`config.mk`:
```
export PLATFORM = sky130hd
export DESIGN_NAME = dp_controller_flat
export DESIGN_NICKNAME = d
export VERILOG_FILES = /design/src/rtl/dp_controller_if.sv /design/src/rtl/dp_controller.sv /design/src/flat_wrapper.sv
export SDC_FILE = /design/constraint.sdc
export NUM_CORES = 1
export LEC_CHECK = 0
export ABC_AREA = 1
export CAP_MARGIN = 20
export CORE_MARGIN = 2
export CORE_UTILIZATION = 39
export DETAILED_ROUTE_END_ITERATION = 7
export PLACE_DENSITY = 0.86
export SETUP_SLACK_MARGIN = 0.15
export SLEW_MARGIN = 30
export SYNTH_ARGS = -nofsm -noshare
export SYNTH_HDL_FRONTEND = slang
export SYNTH_SLANG_ARGS = --single-unit
export TNS_END_PERCENT = 30
```
`constraint.sdc`:
```
create_clock -name clk -period 2.15 [get_ports clk]
set_input_delay 0.215 -clock clk [delete_from_list [all_inputs] [get_ports clk]]
set_output_delay 0.215 -clock clk [all_outputs]
set_load 0.1 [all_outputs]
```
`src/rtl/dp_controller_if.sv`:
```
// Instruction handshake between the issuing stage and dp_controller.
interface dp_controller_if;
  logic [31:0] instr;
  logic        instr_valid;
  logic        instr_ready;

  modport master (
    output instr,
    output instr_valid,
    input  instr_ready
  );

  modport slave (
    input  instr,
    input  instr_valid,
    output instr_ready
  );
endinterface

```
`src/rtl/dp_controller.sv`:
```
// Sequencing FSM for the register/shift/ALU datapath. Accepts one ARM data-processing
// instruction, checks its condition against the status word and steps the datapath
// through read-A, read-B, execute and writeback.
module dp_controller #(
  parameter bit COND_EN = 1'b1
) (
  input  logic            clk,
  input  logic            rst_n,
  dp_controller_if.slave  instr_if,
  input  logic [31:0]     status_in,
  output logic [31:0]     datapath_in_o,
  output logic            wb_sel,
  output logic [3:0]      w_addr,
  output logic [3:0]      r_addr,
  output logic            w_en,
  output logic            en_A,
  output logic            en_B,
  output logic            en_C,
  output logic            en_status,
  output logic [1:0]      shift_op,
  output logic            sel_A,
  output logic            sel_B,
  output logic [2:0]      ALU_op,
  output logic            done,
  output logic            executed,
  output logic            illegal
);

  typedef enum logic [2:0] {StIdle, StRdA, StRdB, StExec, StWb, StSkip} state_e;

  localparam logic [3:0] OpcAnd = 4'b0000;
  localparam logic [3:0] OpcEor = 4'b0001;
  localparam logic [3:0] OpcSub = 4'b0010;
  localparam logic [3:0] OpcAdd = 4'b0100;
  localparam logic [3:0] OpcCmp = 4'b1010;
  localparam logic [3:0] OpcOrr = 4'b1100;
  localparam logic [3:0] OpcMov = 4'b1101;

  state_e      state_q, state_d;
  logic [31:0] ir_q, ir_d;
  logic        illegal_q, illegal_d;

  // Only N,Z,C,V of the status word matter here.
  logic unused_status;
  assign unused_status = ^status_in[27:0];

  function automatic logic cond_pass(input logic [3:0] cond, input logic [3:0] nzcv);
    logic n, z, c, v;
    {n, z, c, v} = nzcv;
    case (cond)
      4'h0:    cond_pass = z;
      4'h1:    cond_pass = !z;
      4'h2:    cond_pass = c;
      4'h3:    cond_pass = !c;
      4'h4:    cond_pass = n;
      4'h5:    cond_pass = !n;
      4'h6:    cond_pass = v;
      4'h7:    cond_pass = !v;
      4'h8:    cond_pass = c && !z;
      4'h9:    cond_pass = !c || z;
      4'hA:    cond_pass = (n == v);
      4'hB:    cond_pass = (n != v);
      4'hC:    cond_pass = !z && (n == v);
      4'hD:    cond_pass = z || (n != v);
      4'hE:    cond_pass = 1'b1;
      default: cond_pass = 1'b0;
    endcase
  endfunction

  function automatic logic is_legal(input logic [31:0] ins);
    logic opc_ok;
    case (ins[24:21])
      OpcAnd, OpcEor, OpcSub, OpcAdd, OpcCmp, OpcOrr, OpcMov: opc_ok = 1'b1;
      default:                                                opc_ok = 1'b0;
    endcase
    is_legal = opc_ok && (ins[27:26] == 2'b00);
  endfunction

  function automatic logic [2:0] alu_of(input logic [3:0] opc);
    case (opc)
      OpcAnd:         alu_of = 3'b010;
      OpcEor:         alu_of = 3'b100;
      OpcSub, OpcCmp: alu_of = 3'b001;
      OpcOrr:         alu_of = 3'b011;
      default:        alu_of = 3'b000;
    endcase
  endfunction

  logic [3:0] opc;
  logic       is_cmp;
  logic       accept_ok;
  assign opc       = ir_q[24:21];
  assign is_cmp    = (opc == OpcCmp);
  assign accept_ok = !COND_EN || cond_pass(instr_if.instr[31:28], status_in[31:28]);

  // State, instruction and illegal-flag registers; reset aborts any instruction in flight.
  always_ff @(posedge clk or negedge rst_n) begin
    if (!rst_n) begin
      state_q   <= StIdle;
      ir_q      <= 32'h0;
      illegal_q <= 1'b0;
    end else begin
      state_q   <= state_d;
      ir_q      <= ir_d;
      illegal_q <= illegal_d;
    end
  end

  // Next-state: decode and condition check happen on the incoming word at accept.
  always_comb begin
    state_d   = state_q;
    ir_d      = ir_q;
    illegal_d = illegal_q;
    case (state_q)
      StIdle: begin
        if (instr_if.instr_valid) begin
          ir_d = instr_if.instr;
          if (!is_legal(instr_if.instr)) begin
            illegal_d = 1'b1;
            state_d   = StSkip;
          end else begin
            illegal_d = 1'b0;
            state_d   = accept_ok ? StRdA : StSkip;
          end
        end
      end
      StRdA:   state_d = StRdB;
      StRdB:   state_d = StExec;
      StExec:  state_d = StWb;
      StWb:    state_d = StIdle;
      StSkip:  state_d = StIdle;
      default: state_d = StIdle;
    endcase
  end

  // Datapath controls are a pure function of the state so reset clears them at once.
  always_comb begin
    instr_if.instr_ready = 1'b0;
    r_addr    = 4'h0;
    w_addr    = 4'h0;
    w_en      = 1'b0;
    en_A      = 1'b0;
    en_B      = 1'b0;
    en_C      = 1'b0;
    en_status = 1'b0;
    shift_op  = 2'b00;
    sel_A     = 1'b0;
    sel_B     = 1'b0;
    ALU_op    = 3'b000;
    done      = 1'b0;
    executed  = 1'b0;
    illegal   = 1'b0;
    case (state_q)
      StIdle: instr_if.instr_ready = 1'b1;
      StRdA: begin
        r_addr = ir_q[19:16];
        en_A   = 1'b1;
      end
      StRdB: begin
        r_addr = ir_q[3:0];
        en_B   = 1'b1;
      end
      StExec: begin
        ALU_op    = alu_of(opc);
        sel_A     = (opc == OpcMov);
        sel_B     = ir_q[25];
        shift_op  = ir_q[6:5];
        en_C      = 1'b1;
        en_status = ir_q[20] | is_cmp;
      end
      StWb: begin
        w_addr   = ir_q[15:12];
        w_en     = !is_cmp;
        done     = 1'b1;
        executed = 1'b1;
      end
      StSkip: begin
        done    = 1'b1;
        illegal = illegal_q;
      end
      default: ;
    endcase
  end

  assign datapath_in_o = ir_q;
  assign wb_sel        = 1'b0;

endmodule
```
`src/flat_wrapper.sv`:
```
// flat-port wrapper written by rule: the top's interface ports become plain ports
module dp_controller_flat 
#(
  parameter bit COND_EN = 1'b1
)
  (clk, rst_n, status_in, datapath_in_o, wb_sel, w_addr, r_addr, w_en, en_A, en_B, en_C, en_status, shift_op, sel_A, sel_B, ALU_op, done, executed, illegal, instr_if_instr, instr_if_instr_valid, instr_if_instr_ready);
  dp_controller_if instr_if_i ();
  input  logic clk;
  input  logic rst_n;
  input  logic [31:0] status_in;
  output logic [31:0] datapath_in_o;
  output logic wb_sel;
  output logic [3:0] w_addr;
  output logic [3:0] r_addr;
  output logic w_en;
  output logic en_A;
  output logic en_B;
  output logic en_C;
  output logic en_status;
  output logic [1:0] shift_op;
  output logic sel_A;
  output logic sel_B;
  output logic [2:0] ALU_op;
  output logic done;
  output logic executed;
  output logic illegal;
  input wire logic [$bits(instr_if_i.instr)-1:0] instr_if_instr;
  input wire logic [$bits(instr_if_i.instr_valid)-1:0] instr_if_instr_valid;
  output wire logic [$bits(instr_if_i.instr_ready)-1:0] instr_if_instr_ready;
  assign instr_if_i.instr = instr_if_instr;
  assign instr_if_i.instr_valid = instr_if_instr_valid;
  assign instr_if_instr_ready = instr_if_i.instr_ready;
  dp_controller #(.COND_EN(COND_EN)) u_core (.clk(clk), .rst_n(rst_n), .instr_if(instr_if_i), .status_in(status_in), .datapath_in_o(datapath_in_o), .wb_sel(wb_sel), .w_addr(w_addr), .r_addr(r_addr), .w_en(w_en), .en_A(en_A), .en_B(en_B), .en_C(en_C), .en_status(en_status), .shift_op(shift_op), .sel_A(sel_A), .sel_B(sel_B), .ALU_op(ALU_op), .done(done), .executed(executed), .illegal(illegal));
endmodule
```
# Yosys cells after proc, flatten, opt, wreduce, memory -nomap -nowiden
# Cells that the tools add are included.
word_totals:
  regBits: 36
  in_bits: 67
  out_inout_bits: 57
  wordCells: 81
classes:
  eq_ne: 33
  n_mux: 25
  bitwise_logic: 1
  reduce_logical: 19
ops:
  columns: ["op", "n"]
  rows:
  - ["equality test 4 bit, second input constant", 13]
  - ["one-hot mux 3 bit (4 select lines)", 2]
  - ["equality test 4 x 3 -> 1 bit, second input constant", 5]
  - ["equality test 4 x 2 -> 1 bit, second input constant", 4]
  - ["2-to-1 mux 1 bit", 15]
  - ["one-hot mux 1 bit (15 select lines)", 1]
  - ["equality test 4 x 1 -> 1 bit, second input constant", 3]
  - ["logical NOT 4 bit", 3]
  - ["2-to-1 mux 3 bit", 4]
  - ["one-hot mux 4 bit (2 select lines)", 1]
  - ["OR reduction 7 bit", 1]
  - ["equality test 3 x 2 -> 1 bit, second input constant", 2]
  - ["equality test 3 bit, second input constant", 2]
  - ["logical NOT 1 bit", 5]
  - ["2-to-1 mux 4 bit", 1]
  - ["OR reduction 2 bit", 2]
  - ["equality test 3 x 1 -> 1 bit, second input constant", 1]
  - ["logical AND 1 bit", 3]
  - ["logical NOT 3 bit", 1]
  - ["logical NOT 2 bit", 1]
  - ["logical OR 1 bit", 2]
  - ["2-to-1 mux 2 bit", 1]
  - ["inequality test 2 bit, second input constant", 1]
  - ["AND reduction 2 bit", 1]
  - ["other kinds (3)", 3]

# Longest topological paths before layout
# Gate-level depths: netlist of the first run.
logic_depth:
  depth_word: 9
  ltp_mapped: 11
  depth_no_buf: 11

# Worst setup path before layout of the first run
# Ideal clock, no wire load.
synth_path:
  path_kind: "register -> output"
  startpoint: "register u_core.state_q[2]"
  endpoint: "output port ALU_op[2]"
  arrival_time_ns: 4.821
  path_slack_ns: -2.886
  path_stages_with_launch: 4
  cell_sequence: "dfrtp_1 nor3_2 inv_2 nor4_1"
synth_via:
  elab_chain_len: 2
synth_lines:
  columns: ["element", "line", "source"]
  rows:
  - ["start: declaration", "dp_controller.sv:39", "state_e state_q, state_d;"]
  - ["start signal: assignment", "dp_controller.sv:99", "state_q <= StIdle;"]
  - ["start signal: assignment", "dp_controller.sv:103", "state_q <= state_d;"]
  - ["equality test 3 x 2 -> 1 bit", "dp_controller.sv:153", "case (state_q)"]
  - ["2-to-1 mux 3 bit", "dp_controller.sv:153", null]
  - ["end: declaration", "flat_wrapper.sv:23", "output logic [2:0] ALU_op;"]
# No other way between the ends.

# Worst setup path in the final report of the first run
layout_path:
  startpoint: "register u_core.state_q[0]"
  endpoint: "output port ALU_op[2]"
# Same word-level chain as after synthesis.

==> results of run 1 <==
==> per-layer routing <==
layer	GRT usage, %	up-vias	part of all wire [%]
li1	-	865	-
met1	22.2	827	43
met2	32.6	73	49
met3	5.35	11	6.3
met4	7.68	0	1.9
met5	0	-	0
==> state kept, by name (all words and copies together) (netlist names) <==
name	flops
u_core.illegal_q	1
u_core.datapath_in_o	32
u_core.state_q	3
==> Yosys cell counts, drive strengths merged <==
master  number  area, sq um
a21oi       13         68.8
a22o         4         35.0
and3         1         6.26
buf          7         50.1
conb         1         3.75
dfrtp       36          901
inv         32          120
mux2        16          240
nand2       38          153
nand3       14         70.1
nand3b       1         7.51
nand4        1         6.26
nor2        32          128
nor3         2         15.0
nor4         2         12.5
o21ai       11         55.1
o31ai        1         7.51
or2          1         6.26
==> layout make-up <==
type	count	area, sq um
clock buffer	5	68.8
clock inverter	3	42.5
fill	349	1470
inverter	32	123
multi-input combinational	138	961
sequential	36	903
tap	54	67.6
timing repair buffer	94	1060
==> stage by stage <==
step,worst slack [ps],hold WS (ps),cell area (sq um),setup TNS (ps)
after floorplan,-672,-80.6,2030,-4760
after detailed placement,417,356,3110,0
after global routing,161,69.3,3220,0
after CTS,195,34.8,3220,0
final,253,7.57,3220,0
after global placement,441,348,3110,0
==> worst paths after layout <==
path | from | end | slack (ps) | depth (start not counted)
max | u_core.state_q[0] | ALU_op[2] | 250 | 5
min | rst_n | u_core.datapath_in_o[3] | 8 | 1
max reg2reg | u_core.state_q[1] | u_core.datapath_in_o[20] | 490 | 5
min reg2reg | u_core.datapath_in_o[28] | u_core.datapath_in_o[28] | 490 | 2
max in group asynchronous | rst_n | u_core.state_q[1] | 1590 | 1
min in group clk | u_core.datapath_in_o[28] | u_core.datapath_in_o[28] | 490 | 2
==> worst max-delay path, delay by kind of cell, from the launching register on <==
kind / cells / cell delay [ps]
AND/OR/NAND/NOR: 2 / 530
buffers and inverters: 3 / 450
flip-flops: 1 / 420
==> kinds of logic after synthesis <==
| family | share of synthesized area, % |
|---|---|
| flops | 47.8 |
| buf+inv | 9.02 |
| compound gates | 8.83 |
| mux | 12.7 |
| simple gates | 21.4 |
| other cells | 0.199 |
==> impl_results.md, run 1 <==
* Placed cells at about 350
* Via Count at roughly 1800
* First-pass detailed-route iteration total at 4
* Cells after Synth at ~210
* Worst path slowest cell: dfrtp_1
* Post-route ant nets at 0
* HPWL after DPL at ~3.8 mm
* Setup bufs post-CTS at 0
* Most frequent cells in the layout: 37 x clkdlybuf4s50_1, 35 x nand2_1, 35 x buf_4, 34 x dfrtp_1, 29 x inv_1
* Max-cap violation count at 0
* CP Max Fanout at 9
* Hold buffers post-CTS at 0
* Vias in the first global route at around 1700
* Root Buffer: clkbuf_8
* Cell Chain, Critical Path: inv_2, nor3_4, inv_4, nor4_4, buf_12
* Drt drc at 0
* Final Cycle Share at between 80% and 90%
* Die ar. at roughly 0.0054 sq mm
* # nets final at ~370
* Fmax at 527 MHz
* Critical path arrival at about 1700 ps
* Yosys cell types at 26
* Setup crit start kind: register
* RSZ-0062 raised after global routing: false
* Die span in x at 73.5 microns
* Initial Utilization at approximately two fifths
* DR WL/cell at roughly 14 microns
* Headroom to the max-slew limit at a little under half
* Cell Area, Synth at 0.00189 sq mm
* WS Path Type: reg2out
* Fin crit period at between 1500 and 2000 ps
* Final hold vios at 0
* Final Wtd Congestion at around 0.76
* Syn_nets at between 200 and 300
* Largest net degree at the start of global routing at a little over 50
* Run status: finished clean
* Worst EP required at between 1500 and 2000 ps
* CTS Sinks at 36
* Synth warn at 0
* Finished Layout Cells at between 300 and 400
* FF+latch count, synth at 36
* DR iter-0 viols at 78
* Core Rows at 25
* Post-CTS Resized at 0
* CTS tree: yes
* Area Growth Syn to Fin at 71.0%
* H-tree levels at 2
* Setup Skew at roughly 6.8 ps
* Slew @ Worst Pin at around 800 ps
* GRT Util Overall at between 10% and 20%
* Hold WC Path Type: in2async
* Ant diodes at 0
* Initial antenna violation count at 0
* IO Pins at 124
* CTS Buf Count at 5
* I/O Buffers at 94
* Seq/Total Area, Yosys at a little under half
* Final Util at between 60 and 70%
* Final-report max-slew violation count at 0
* Endpoints failing setup at 0
* CP endpoint kind: primary output
* Die H at around 74 microns
* Clock slew at reported path FFs at roughly 80 ps
* WL final at a little under 5 mm
* Most common cell after layout, fill and taps aside: clkdlybuf4s50_1
* Longest Clk Path Bufs at 2
* First-pass GRT wire length at roughly 7.9 mm
* Worst skew pair latency at around 290 ps
* Overflow after GRT at 0
* Layout cells sized above 1 at between 30% and 40%
* Syn_area_per_cell at about 9 sq um
* Peak per-stage delay on the critical path at around 420 ps
* Via-to-Cell Ratio at 4.91
* Core ar. at between 0.004 and 0.005 sq mm
Power of run 1 is not shown: default switching activity piles up to over one toggle a cycle in this logic, so the estimate is an artifact.
==> run 2: changes to the inputs <==
--- a/config.mk
+++ b/config.mk
@@ -8,9 +8,10 @@
 export ABC_AREA = 1
 export CAP_MARGIN = 20
 export CORE_MARGIN = 2
-export CORE_UTILIZATION = 39
+export CORE_UTILIZATION = 40
+export CTS_BUF_LIST = sky130_fd_sc_hd__clkbuf_8
 export DETAILED_ROUTE_END_ITERATION = 7
-export PLACE_DENSITY = 0.86
+export PLACE_DENSITY = 0.88
 export SETUP_SLACK_MARGIN = 0.15
 export SLEW_MARGIN = 30
 export SYNTH_ARGS = -nofsm -noshare
==> constraint.sdc (replaced) <==
create_clock -name clk -period 2.3 [get_ports clk]
set_input_delay 0.23 -clock clk [delete_from_list [all_inputs] [get_ports clk]]
set_output_delay 0.23 -clock clk [all_outputs]
set_load 0.05 [all_outputs]
==> impl_results.md, run 2 (synthesis gave the netlist of run 1 again) <==
* Run status: finished clean
* Final TNS setup at 0 ps
* Die ar. at 0.00528 sq mm
* Reg2Reg Setup Slack at approximately 670 ps
* Hold WC Path Type: in2async
* First-pass GRT wire length at ~8 mm
* RSZ-0062 raised after global routing: true
* Setup bufs post-CTS at 0
* Layout cells sized above 1 at around 17%
* Ant diodes at 0
* Final WS setup at about 160 ps
* Core Rows at 24
* Switching power at 2.56 mW
* Combinational Power Share at 64.0%
* Final Cycle Share at between 90% and 100%
* Worst r2r src: u_core.state_q[2]
* GRT Util Overall at a little under a fifth
* Die H at between 70 and 80 microns
* Final hold vios at 0
* Die span in x at just over 70 microns
* Largest net degree at the start of global routing at between 50 and 60
* Fmax at about 470 MHz
* CTS Sinks at 36
* Clock power share at roughly an eighth
* Post-route ant nets at 0
* Overflow after GRT at 0
* CTS Buf Count at 5
* # nets final at 375
* Headroom to the max-slew limit at a little under half
* Reg2Reg Capture Point: u_core.datapath_in_o[17]
* Pre-CTS WS at 350 ps
* IO Pins at approximately 120
* Area Growth Syn to Fin at 57.1%
* Fin area at between 0.002 and 0.003 sq mm
* Via Count at between 1500 and 2000
* Max reg flops at 32
* Clock slew at reported path FFs at about 70 ps
* Fillers at 353
* Final-report max-slew violation count at 0
* DR iter-0 viols at roughly 130
* First-pass detailed-route iteration total at 6
* Slew @ Worst Pin at 800 ps
* VDD IR max at just over 0.0008 V
* CP Max Fanout at 6
* Path depth of the worst reg2reg path at 5
* WL final at approximately 4.7 mm
* Root Buffer: clkbuf_8
* Worst skew pair latency at around 280 ps
* H-tree levels at 2
* Final Wtd Congestion at 0.808
* Endpoints failing setup at 0
* Longest Clk Path Bufs at 2
* Leak Pwr at approximately 1.5 nW
* DR WL/cell at ~13 microns
* Initial antenna violation count at 0
* WS Path Type: reg2out
* Core ar. at ~0.0044 sq mm
* Sw Ratio at between 50% and 60%
* Most common cell after layout, fill and taps aside: clkdlybuf4s50_1
* Flop pwr share at between 20% and 30%
* Hold buffers post-CTS at 0
* Pwr per Cell Area at around 1700 mW/mm^2
* I/O Buffers at 94
* Drt drc at 0
* Fin crit period at 2140 ps
* Worst EP required at 2070 ps
* CTS tree: yes
* HPWL after DPL at 3.49 mm
* CP endpoint kind: primary output
* Pint at 2.44 mW
* Max-cap violation count at 0
* Via-to-Cell Ratio at about 5
* DP Area at ~0.0028 sq mm
* Setup Skew at roughly 3.3 ps
* Initial Utilization at ~42%
* Critical path arrival at roughly 1900 ps
* Vias in the first global route at ~1600
* Setup crit start kind: register
* Most frequent cells in the layout: 74 x clkdlybuf4s50_1, 36 x nand2_1, 36 x dfrtp_1, 31 x nor2_1, 30 x inv_1
==> run 2: cell types whose count changed in the layout (fill, tap and decap cells not counted), sizes merged <==
| cell | before | now |
|---|---|---|
| buf | 57 | 19 |
| clkdlybuf4s50 | 37 | 74 |
| clkinv | 1 | 0 |
| clkinvlp | 1 | 0 |
| clkbuf | 5 | 7 |
| dlygate4sd2 | 0 | 1 |
| dlymetal6s2s | 0 | 1 |
==> run 2: stage by stage <==
stage | total power [mW] | hold WS (ps) | cells | util (%)
floorplan | 3.41 | -65.6 | 213 | -
global placement | 4.35 | 362 | 353 | 63.8
detailed placement | 4.41 | 363 | 353 | 63.8
CTS | 5.03 | 52.4 | 361 | 66.6
global route | 5.26 | 88.9 | 361 | 66.6
finish | 4.99 | 28.2 | 361 | 66.6
==> run 2: layout make-up <==
type / count / area (sq um) / area share [%]
Timing Repair Buffer: 95 / 902 / 30.5
Sequential cell: 36 / 901 / 30.4
Multi-Input combinational cell: 138 / 847 / 28.6
Inverter: 32 / 120 / 4.06
Clock buffer: 7 / 96.3 / 3.25
Tap cell: 52 / 65.1 / 2.20
Clock inverter: 1 / 30.0 / 1.01
==> run 2: worst max-delay path by stage <==
stage	startpoint	end	slack, ps
2_1_floorplan	u_core.state_q[2]	w_en	-140
3_3_place_gp	u_core.state_q[2]	executed	360
3_5_place_dp	u_core.state_q[2]	executed	350
4_1_cts	u_core.state_q[2]	illegal	120
5_1_grt	u_core.state_q[2]	en_B	20
6_report	u_core.state_q[2]	en_B	160
==> run 2: power groups by stage <==
| stage | clock network, mW | logic (mW) | registers, mW |
|---|---|---|---|
| 2_1_floorplan | 0 | 1.27 | 2.14 |
| 3_3_place_gp | 0 | 3.16 | 1.19 |
| 3_5_place_dp | 0 | 3.21 | 1.21 |
| 4_1_cts | 0.615 | 3.22 | 1.20 |
| 5_1_grt | 0.639 | 3.38 | 1.24 |
| 6_report | 0.603 | 3.19 | 1.20 |
==> run 2: what timing repair did <==
item,CTS,global route
hold endpoints to repair,0,0
gates resized for setup,1,1
endpoints found under the setup margin,3,4
==> run 2: critical path: stages, from the launching register on <==
cell and delay, ps:
dfrtp_1 460, nor2_4 130, nand2_1 60, inv_1 150, clkdlybuf4s50_1 830
==> run 2: layer usage <==
layer	share of wire (%)	global-route usage (%)	routed length [microns]	vias to the layer above
met3	7.3	4.14	346	6
met2	49	31.2	2340	76
met1	42	24.3	2000	806
met4	1.3	6.79	60	0
met5	0	0	0	-
li1	-	-	-	871
No activity file was read; power rests on OpenSTA's default activity.
==> patch (config.mk and constraints of run 2) <==
Re-encode `state_e` (6 states) as one-hot, 6 bits wide.
--- a/src/rtl/dp_controller.sv
+++ b/src/rtl/dp_controller.sv
@@ -26,7 +26,7 @@
   output logic            illegal
 );
 
-  typedef enum logic [2:0] {StIdle, StRdA, StRdB, StExec, StWb, StSkip} state_e;
+  typedef enum logic [5:0] {StIdle = 6'b000001, StRdA = 6'b000010, StRdB = 6'b000100, StExec = 6'b001000, StWb = 6'b010000, StSkip = 6'b100000} state_e;
 
   localparam logic [3:0] OpcAnd = 4'b0000;
   localparam logic [3:0] OpcEor = 4'b0001;
Function: no difference found for any inputs over 10 cycles, from zero or initial values and one cycle with rst_n low; not proved beyond that.
==> patch against run 2 <==
- clock skew grew 0.0023 ns
- total power shrank 20%
- wire length grew 7.3%
- critical endpoint is now r_addr[3]
- worst setup slack gained 0.14 ns
- synthesized area grew 8.2%
- sequential cell count grew 3
- worst hold slack gained 0.43 ns
- cell area grew 5.1%
==> patch: results (changes against run 2) <==
Outcome = finished, final reports clean (unchanged)
GRT Overall Usage = 18.11% (was 18.87%)
Synth top area cells = dfrtp_1, nand2_1, inv_1, nor2_1, o21ai_2 (was dfrtp_1, mux2_4, nand2_1, nor2_1, inv_1)
Max_slew headroom = 61.32% (was 46.66%)
Pre-CTS setup slack = 0.3935 ns (was 0.3502 ns)
Synth unique cells = 28 (was 26)
Synth Flop Type = dfrtp_1 (unchanged)
WL met2 = 2714 µm (was 2338 µm)
Number of antenna violations at the first check in global routing = 0 (unchanged)
CTS Buf Count = 5 (unchanged)
Clock-pin transition on the worst setup and hold timing paths = 0.08 ns
CTS H-tree depth = 2 (unchanged)
Worst-Skew Late Latency = 0.28 ns (about the same)
Clock Skew = 0.005620 ns (was 0.003326 ns)
Synthesis Warnings = 0 (unchanged)
Routed met1 length = 2089 µm (was 1998 µm)
Drt first-iter violations = 59 (was 132)
Number of synthesized flops with an enable pin = 0 (unchanged)
Post-detail-place hpwl = 3890 µm (was 3487 µm)
Port Buffer Count = 94 (unchanged)
First-pass GRT wire length = 8031 µm (was 7783 µm)
Max VDD drop = 0.7746 mV (was 0.8137 mV)
RD Place Congestion = 0.7581 (was 0.8080)
Max Used Layer = met4 (unchanged)
Placed Area = 0.003009 mm² (was 0.002834 mm²)
DR vias = 1946 (was 1759)
Arr. time, crit path = 1.77 ns (was 1.91 ns)
Worst min path class = in2async (unchanged)
Crit-path max FO = 7 (was 6)
Largest register FFs = 32 (unchanged)
Post-synthesis sequential area ratio = 47.91% (was 47.78%)
Async SR Flop Fraction = 100.0% (unchanged)
Root Buffer = clkbuf_8 (unchanged)
Diodes inserted = 0 (unchanged)
Synth cell count leaders = nand2_1, inv_1, dfrtp_1 (was dfrtp_1, nand2_1, nor2_1)
Net switching power = 2.042 mW (was 2.557 mW)
Fin nets = 424 (was 375)
Post-Route WL = 5090 µm (was 4744 µm)
DRT Pass-1 Iters = 4 (was 6)
Met3 WL = 229 µm (was 346 µm)
Clock buffer depth = 2 (unchanged)
Syn_nets = 328 (was 280)
Leakage = 1.559 nW (was 1.501 nW)
Largest net degree at the start of global routing = 40 (was 51)
Share of cells above drive strength 1 = 14.80% (was 17.48%)
## patch: cell types whose count changed after synthesis, moves of 3 or more
cell	run 2	this run
nand3_1	14	11
o21ai_1	0	7
a22o_1	4	0
nand4_1	1	4
nand2_1	36	77
a21oi_1	12	4
o22ai_1	0	4
inv_1	30	47
o21ai_2	0	9
mux2_4	16	0
nor2_1	31	22
buf_2	4	1
## patch: logic make-up after synthesis
group,count (synthesis),share of synthesized area (%)
buffers and inverters,57,13.74
AND/OR/NAND/NOR,127,27.18
other,1,0.1839
AO/OA/AOI/OAI,37,10.98
flip-flops,39,47.91
## patch: worst max-delay path, cell delays in order, from the launching register on
cell and delay (ns):
dfrtp_1 0.45, nor2_4 0.18, nand4_1 0.31, o22ai_1 0.36
buf_12 0.18
## patch: final timing paths
check                           cells past startpoint                        to                      from  slack, ns
worst min-delay path                                2  u_core.datapath_in_o[13]                     rst_n       0.46
worst max register to register                      7  u_core.datapath_in_o[20]         u_core.state_q[5]       0.65
worst max-delay path                                4                 r_addr[3]         u_core.state_q[5]       0.30
max in group asynchronous                           2         u_core.state_q[0]                     rst_n       1.48
worst min register to register                      2  u_core.datapath_in_o[30]  u_core.datapath_in_o[30]       0.48
min in group clk                                    3   u_core.datapath_in_o[7]         instr_if_instr[7]       0.48
## patch: cell type report
cell class	instances	area, µm²
clock buffers	5	68.82
clock inverters	3	15.01
fillers	407	1705
inverters	49	191.4
multi-input cells	165	795.8
flip-flops and latches	39	977.2
well taps	67	83.83
repair buffers	97	979.7
## patch: through the flow
step / cells / TNS (ns)
6_report: 425 / 0
5_1_grt: 425 / 0
4_1_cts: 423 / 0
3_5_place_dp: 415 / 0
3_3_place_gp: 415 / 0
2_1_floorplan: 261 / -0.5169
## patch: power groups by stage
stage | combinational, mW | clock, mW | sequential, mW
3_3_place_gp | 2.35 | 0 | 1.18
3_5_place_dp | 2.39 | 0 | 1.18
2_1_floorplan | 0.724 | 0 | 2.12
4_1_cts | 2.38 | 0.453 | 1.18
5_1_grt | 2.52 | 0.472 | 1.21
6_report | 2.37 | 0.440 | 1.18
## patch: repair_timing
| item | in CTS | in global routing |
|---|---|---|
| gates cloned | 0 | 0 |
| endpoints found under the setup margin | 1 | 4 |
| setup buffers | 0 | 1 |
| endpoints found under the hold margin | 0 | 38 |
| gates resized for setup | 1 | 0 |
| hold buffers | 0 | 1 |
| pin swaps | 0 | 1 |
## patch: metal layers
layer | vias to the layer above | GRT usage, %
li1 | 1003 | -
met1 | 885 | 20.73
met2 | 53 | 33.82
met3 | 5 | 2.910
met4 | 0 | 6.628
met5 | - | 0
